**src/rtl/cia_timer_port.sv**
```systemverilog
`default_nettype none
// +----------------------------------------------------------------------------+
// | Module      : cia_timer_port                                               |
// | Description : 6526-style CIA subset for the 6502 bus: Timer A, Timer B,    |
// |               ICR flags/mask, CRA, CRB. Registered read data, active-high  |
// |               IRQ output.                                                  |
// | Options     : `define CIA_TIMER_CASCADE_EN lets Timer B count Timer A      |
// |               underflows (CRB INMODE=10).                                  |
// | Revision    : 1.0  initial release                                         |
// +----------------------------------------------------------------------------+
module cia_timer_port #(
  parameter int TICK_DIV = 20
) (
  input  logic       clk,
  input  logic       reset,
  input  logic       cs,
  input  logic [3:0] addr,
  input  logic       we,
  input  logic [7:0] di,
  output logic [7:0] dout,
  output logic       irq
);

  localparam int                 c_DIV_W   = (TICK_DIV > 1) ? $clog2(TICK_DIV) : 1;
  localparam logic [c_DIV_W-1:0] c_DIV_MAX = c_DIV_W'(TICK_DIV - 1);

  logic [c_DIV_W-1:0] r_div;
  logic [15:0]        r_la, r_lb, r_ta, r_tb;
  logic               r_cra_start, r_cra_oneshot, r_cra_b5;
  logic               r_crb_start, r_crb_oneshot;
`ifdef CIA_TIMER_CASCADE_EN
  logic [1:0]         r_crb_inmode;
`endif
  logic [1:0]         r_flags, r_mask;
  logic               r_irq;
  logic [7:0]         r_dout;

  logic        w_tick, w_wr, w_rd, w_icr_rd;
  logic        w_ta_load, w_tb_load, w_ta_cnt, w_tb_cnt, w_ta_uf, w_tb_uf;
  logic [15:0] w_ta_nxt, w_tb_nxt;
  logic [1:0]  w_flags_nxt, w_mask_nxt;
  logic [7:0]  w_rd_data;

  assign w_tick   = (r_div == c_DIV_MAX);
  assign w_wr     = cs & we;
  assign w_rd     = cs & ~we;
  assign w_icr_rd = w_rd && (addr == 4'hD);

  // Emulated phi2 divider: one tick every TICK_DIV clocks.
  always_ff @(posedge clk or posedge reset) begin
    if (reset)       r_div <= '0;
    else if (w_tick) r_div <= '0;
    else             r_div <= r_div + 1'b1;
  end

  // Next counter, flag and mask values; CPU loads outrank underflow reload.
  always_comb begin
    w_ta_load = w_wr && ((addr == 4'h5 && !r_cra_start) || (addr == 4'hE && di[4]));
    w_tb_load = w_wr && ((addr == 4'h7 && !r_crb_start) || (addr == 4'hF && di[4]));
    w_ta_cnt  = r_cra_start && w_tick;
`ifdef CIA_TIMER_CASCADE_EN
    case (r_crb_inmode)
      2'b00:   w_tb_cnt = r_crb_start && w_tick;
      2'b10:   w_tb_cnt = r_crb_start && w_ta_cnt && (r_ta == 16'h0) && !w_ta_load;
      default: w_tb_cnt = 1'b0;
    endcase
`else
    w_tb_cnt  = r_crb_start && w_tick;
`endif
    w_ta_uf   = w_ta_cnt && (r_ta == 16'h0) && !w_ta_load;
    w_tb_uf   = w_tb_cnt && (r_tb == 16'h0) && !w_tb_load;

    w_ta_nxt = r_ta;
    if (w_ta_load)     w_ta_nxt = (addr == 4'h5) ? {di, r_la[7:0]} : r_la;
    else if (w_ta_uf)  w_ta_nxt = r_la;
    else if (w_ta_cnt) w_ta_nxt = r_ta - 16'd1;

    w_tb_nxt = r_tb;
    if (w_tb_load)     w_tb_nxt = (addr == 4'h7) ? {di, r_lb[7:0]} : r_lb;
    else if (w_tb_uf)  w_tb_nxt = r_lb;
    else if (w_tb_cnt) w_tb_nxt = r_tb - 16'd1;

    // A flag set in the same edge as the ICR read clear survives.
    w_flags_nxt = (w_icr_rd ? 2'b00 : r_flags) | {w_tb_uf, w_ta_uf};

    w_mask_nxt = r_mask;
    if (w_wr && addr == 4'hD) w_mask_nxt = di[7] ? (r_mask | di[1:0]) : (r_mask & ~di[1:0]);
  end

  // Read mux over the current (pre-edge) register state.
  always_comb begin
    w_rd_data = 8'h00;
    case (addr)
      4'h4: w_rd_data = r_ta[7:0];
      4'h5: w_rd_data = r_ta[15:8];
      4'h6: w_rd_data = r_tb[7:0];
      4'h7: w_rd_data = r_tb[15:8];
      4'hD: w_rd_data = {|(r_flags & r_mask), 5'b0, r_flags};
      4'hE: w_rd_data = {2'b00, r_cra_b5, 1'b0, r_cra_oneshot, 2'b00, r_cra_start};
`ifdef CIA_TIMER_CASCADE_EN
      4'hF: w_rd_data = {1'b0, r_crb_inmode, 1'b0, r_crb_oneshot, 2'b00, r_crb_start};
`else
      4'hF: w_rd_data = {4'b0000, r_crb_oneshot, 2'b00, r_crb_start};
`endif
      default: w_rd_data = 8'h00;
    endcase
  end

  // Architectural state: counters, latches, control, ICR, irq and read data.
  always_ff @(posedge clk or posedge reset) begin
    if (reset) begin
      r_la          <= 16'hFFFF;
      r_lb          <= 16'hFFFF;
      r_ta          <= 16'hFFFF;
      r_tb          <= 16'hFFFF;
      r_cra_start   <= 1'b0;
      r_cra_oneshot <= 1'b0;
      r_cra_b5      <= 1'b0;
      r_crb_start   <= 1'b0;
      r_crb_oneshot <= 1'b0;
`ifdef CIA_TIMER_CASCADE_EN
      r_crb_inmode  <= 2'b00;
`endif
      r_flags       <= 2'b00;
      r_mask        <= 2'b00;
      r_irq         <= 1'b0;
      r_dout        <= 8'h00;
    end else begin
      r_ta    <= w_ta_nxt;
      r_tb    <= w_tb_nxt;
      r_flags <= w_flags_nxt;
      r_mask  <= w_mask_nxt;
      r_irq   <= |(w_flags_nxt & w_mask_nxt);
      if (w_rd) r_dout <= w_rd_data;
      // One-shot stop; a control-register write in the same edge overrides it.
      if (w_ta_uf && r_cra_oneshot) r_cra_start <= 1'b0;
      if (w_tb_uf && r_crb_oneshot) r_crb_start <= 1'b0;
      if (w_wr) begin
        case (addr)
          4'h4: r_la[7:0]  <= di;
          4'h5: r_la[15:8] <= di;
          4'h6: r_lb[7:0]  <= di;
          4'h7: r_lb[15:8] <= di;
          4'hE: begin
            r_cra_start   <= di[0];
            r_cra_oneshot <= di[3];
            r_cra_b5      <= di[5];
          end
          4'hF: begin
            r_crb_start   <= di[0];
            r_crb_oneshot <= di[3];
`ifdef CIA_TIMER_CASCADE_EN
            r_crb_inmode  <= di[6:5];
`endif
          end
          default: ;
        endcase
      end
    end
  end

  assign dout = r_dout;
  assign irq  = r_irq;

endmodule
`default_nettype wire
```
**config.mk**
```make
export PLATFORM = sky130hd
export DESIGN_NAME = cia_timer_port
export DESIGN_NICKNAME = d
export VERILOG_FILES = /design/src/rtl/cia_timer_port.sv
export SDC_FILE = /design/constraint.sdc
export NUM_CORES = 1
export LEC_CHECK = 0
export BUFFER_PORTS_ARGS = -buffer_cell sky130_fd_sc_hd__buf_4
export CORE_ASPECT_RATIO = 0.5
export CORE_MARGIN = 1.5
export CORE_UTILIZATION = 45
export DETAILED_ROUTE_END_ITERATION = 7
export MAX_ROUTING_LAYER = met4
export PLACE_DENSITY = 0.63
export SLEW_MARGIN = 20
export SYNTH_ARGS = -nofsm -noshare
export SYNTH_HDL_FRONTEND = slang
export SYNTH_SLANG_ARGS = --single-unit
```
**constraint.sdc**
```tcl
create_clock -name clk -period 4.43 [get_ports clk]
set_clock_uncertainty 0.15 [all_clocks]
set_input_delay 0.2215 -clock clk [delete_from_list [all_inputs] [get_ports clk]]
set_output_delay 0.2215 -clock clk [all_outputs]
set_load 0.01 [all_outputs]
```
==> results_dict.tcl <==
set metrics [dict create \
    status "finished clean" \
    finalMaxSlewViolations 0 \
    hold_path.class "primary input to flip-flop" \
    synth_cells 505 \
    coreArea_um2 10400 \
    grt_use_met2 0.358 \
    synthArstFlopShare 1.00 \
    cts_setup_buffers 0 \
    cts_tree "built" \
    grt_pass1_wl_um 21800 \
    synth-edff-count 0 \
    diodes 0 \
    setup_tns_ns 0 \
    use_met1 0.370 \
    grt_usage 0.255 \
    fin_nets 538 \
    seqPwrFrac 0.476 \
    port_buffers 24 \
    start_kind "flip-flop" \
    drtAntennaViolNets 0 \
    tightest_slew_ns 1.03 \
    antenna_found_initial 0 \
    required_ns 4.55 \
    clk_path_buf_depth 2 \
    ys_types 65 \
    critPathKind "flip-flop to flip-flop" \
    drive_gt1_frac 0.308 \
    rows 26 \
    io-pin-count 25 \
    ir_drop_v 0.000248 \
    place.gp.congestion 0.946 \
    clk_pin_slew_ns 0.06 \
    die_h_um 77.1 \
    finalNonFillerCells 662 \
    die_w_um 151 \
    die_area_um2 11700 \
    power_frac_comb 0.208 \
    ys_warn_count 0 \
    syn_nets 526 \
    wl_um 13300 \
    cts-resized-gates 0 \
    syn_area_per_cell_um2 9.79 \
    cts_buffers 9 \
    clkLatencyLatePin_ns 0.34 \
    cap_viol_max_count 0 \
    rsz0062_at_grt "false" \
    fin_crit_ns 3.36 \
    finalHoldViolCount 0 \
    clkSinkCount 87 \
    synth_seq_cells 87 \
    slew_headroom 0.309 \
    cp-end-kind "flip-flop" \
    num_vias 4088 \
    period_share 0.758 \
    hpwl_um 9330 \
    wl_per_cell_um 20.1 \
    ys.flop_type "dfstp_2" \
    drt_iter0_markers 458 \
    grt_busiest_layer "met1" \
    switching_share 0.301 \
    timing.fmax_mhz 298 \
    worstPathArrival_ns 3.48 \
    htreeDepth 3 \
    grt_max_degree 58 \
    first_pass_iters 5 \
    gr-usage-met3 0.0583 \
    fin_util 0.531 \
    start_util 0.474 \
    p_per_area_nw_per_um2 473 \
    internal_power_mw 1.83 \
    p_total_mw 2.62 \
    switchingPower_uw 790 \
    syn_area_um2 4940 \
    p_leak_nw 2.17 \
    post-route-drc-count 0 \
    critPathMaxFanout 18 \
    seq_area_frac_synth 0.456 \
    viasPerCell 6.18 \
    grt.overflow.total 0 \
    pwr-share-clk 0.316 \
    setup_violations 0 \
    dp_cells 645 \
    grt_pass1_vias 3842 \
    clock-root-buffer "clkbuf_16" \
    areaGrowthSynthToFinish_pct 12.0 \
]
==> critical path: stages (launching register included) <==
cell	delay, ns
dfstp_2	0.39
or3_1	0.38
or4_4	0.45
nor3_2	0.64
nand2b_1	0.70
mux2_2	0.41
o211ai_1	0.15
==> power by group through the flow <==
stage          Combinational [mW]  Sequential (mW)  Clock (mW)
4_1_cts                     0.545             1.24       0.842
6_report                    0.546             1.25       0.828
2_1_floorplan               0.416             1.18           0
3_3_place_gp                0.534             1.25           0
3_5_place_dp                0.540             1.25           0
5_1_grt                     0.616             1.27       0.873
==> layout by cell type (no fill, tap or decap), drive strengths merged, types with 5 or more instances in the layout <==
cell type / synthesis / layout
a22o: 7 / 7
a21oi: 30 / 30
nor2b: 5 / 5
buf: 13 / 28
nand4: 6 / 6
mux2i: 13 / 13
dfstp: 64 / 64
inv: 11 / 10
o21ai: 32 / 32
nor3: 16 / 16
a31oi: 9 / 9
mux2: 42 / 42
a211oi: 6 / 6
and2: 8 / 8
nand2b: 7 / 7
nand3: 20 / 20
nor2: 37 / 37
nand2: 60 / 60
a22oi: 5 / 5
nor4: 11 / 11
o22ai: 7 / 7
dfrtp: 23 / 23
ha: 5 / 5
clkbuf: 15 / 13
==> Yosys cell counts, types with 6 or more instances <==
cell type	number	area share
a22o_1	7	0.012
clkbuf_1	15	0.011
mux2_2	42	0.096
nand2_1	60	0.046
a21oi_1	29	0.029
nor2_1	37	0.028
and2_1	7	0.0089
nand2b_1	7	0.0089
o21ai_0	30	0.030
nor3_1	15	0.015
a31oi_1	9	0.011
a211oi_1	6	0.0091
nand3_1	20	0.020
nand4_1	6	0.0076
buf_2	7	0.0071
o22ai_1	7	0.0089
inv_1	11	0.0084
dfstp_2	64	0.34
mux2i_1	13	0.026
nor4_1	10	0.013
dfrtp_1	23	0.12
==> logic make-up after synthesis <==
family	count (synthesis)	synth area share
AND/OR/NAND/NOR	184	0.182
AO/OA/AOI/OAI	126	0.164
flip-flops	87	0.456
multiplexers	59	0.140
buffers and inverters	39	0.0352
XOR/XNOR	5	0.00886
adder cells (fa/ha/maj)	5	0.0127
==> layout make-up <==
cell class | instances | area [um^2]
timing repair buffer | 29 | 220
fill | 957 | 4900
multi-input combinational | 379 | 2520
clock buffer | 13 | 260
clock inverter | 3 | 65.1
sequential | 87 | 2260
inverter | 11 | 42.5
tap | 140 | 175
==> registers in the layout (all words and copies together) (netlist names), 2 cells and up <==
name and count:
r_tb 16, r_lb 16, dout 8, r_div 5, r_mask 2, r_la 16
r_ta 16, r_flags 2
==> path summary, 6_finish.rpt <==
kind	slack, ns	cells after the start	startpoint	end
setup reg to reg	1.07	6	r_ta[6]$_DFFE_PP1P_	r_ta[13]$_DFFE_PP1P_
hold reg to reg	0.32	1	r_div[0]$_DFF_PP0_	r_div[0]$_DFF_PP0_
hold / removal	0.04	3	di[6]	r_tb[14]$_DFFE_PP1P_
max in group asynchronous	2.69	4	reset	r_ta[4]$_DFFE_PP1P_
setup / recovery	1.07	6	r_ta[6]$_DFFE_PP1P_	r_ta[13]$_DFFE_PP1P_
min in group asynchronous	0.49	3	reset	r_cra_b5$_DFFE_PP0P_
==> metrics by stage <==
| step | area [um^2] | hold WS [ns] | setup WS [ns] |
|---|---|---|---|
| 4_1_cts | 5540 | 0.0406 | 1.10 |
| 3_5_place_dp | 5200 | 0.312 | 1.10 |
| 2_1_floorplan | 4940 | 0.199 | 1.91 |
| 3_3_place_gp | 5200 | 0.296 | 1.15 |
| 6_report | 5540 | 0.0436 | 1.07 |
| 5_1_grt | 5540 | 0.0586 | 0.919 |
==> layer usage <==
| layer | vias to the layer above | wire [um] | share of wire |
|---|---|---|---|
| li1 | 1892 | - | - |
| met1 | 2022 | 6370 | 0.48 |
| met2 | 155 | 5830 | 0.44 |
| met3 | 19 | 913 | 0.069 |
| met4 | 0 | 195 | 0.015 |
| met5 | - | 0 | 0 |
==> timing repair <==
item | in CTS | in global routing
hold buffers | 1 | 0
endpoints found under the hold margin | 5 | 0
setup endpoints to repair | 0 | 0
(Power assumes the default switching activity.)
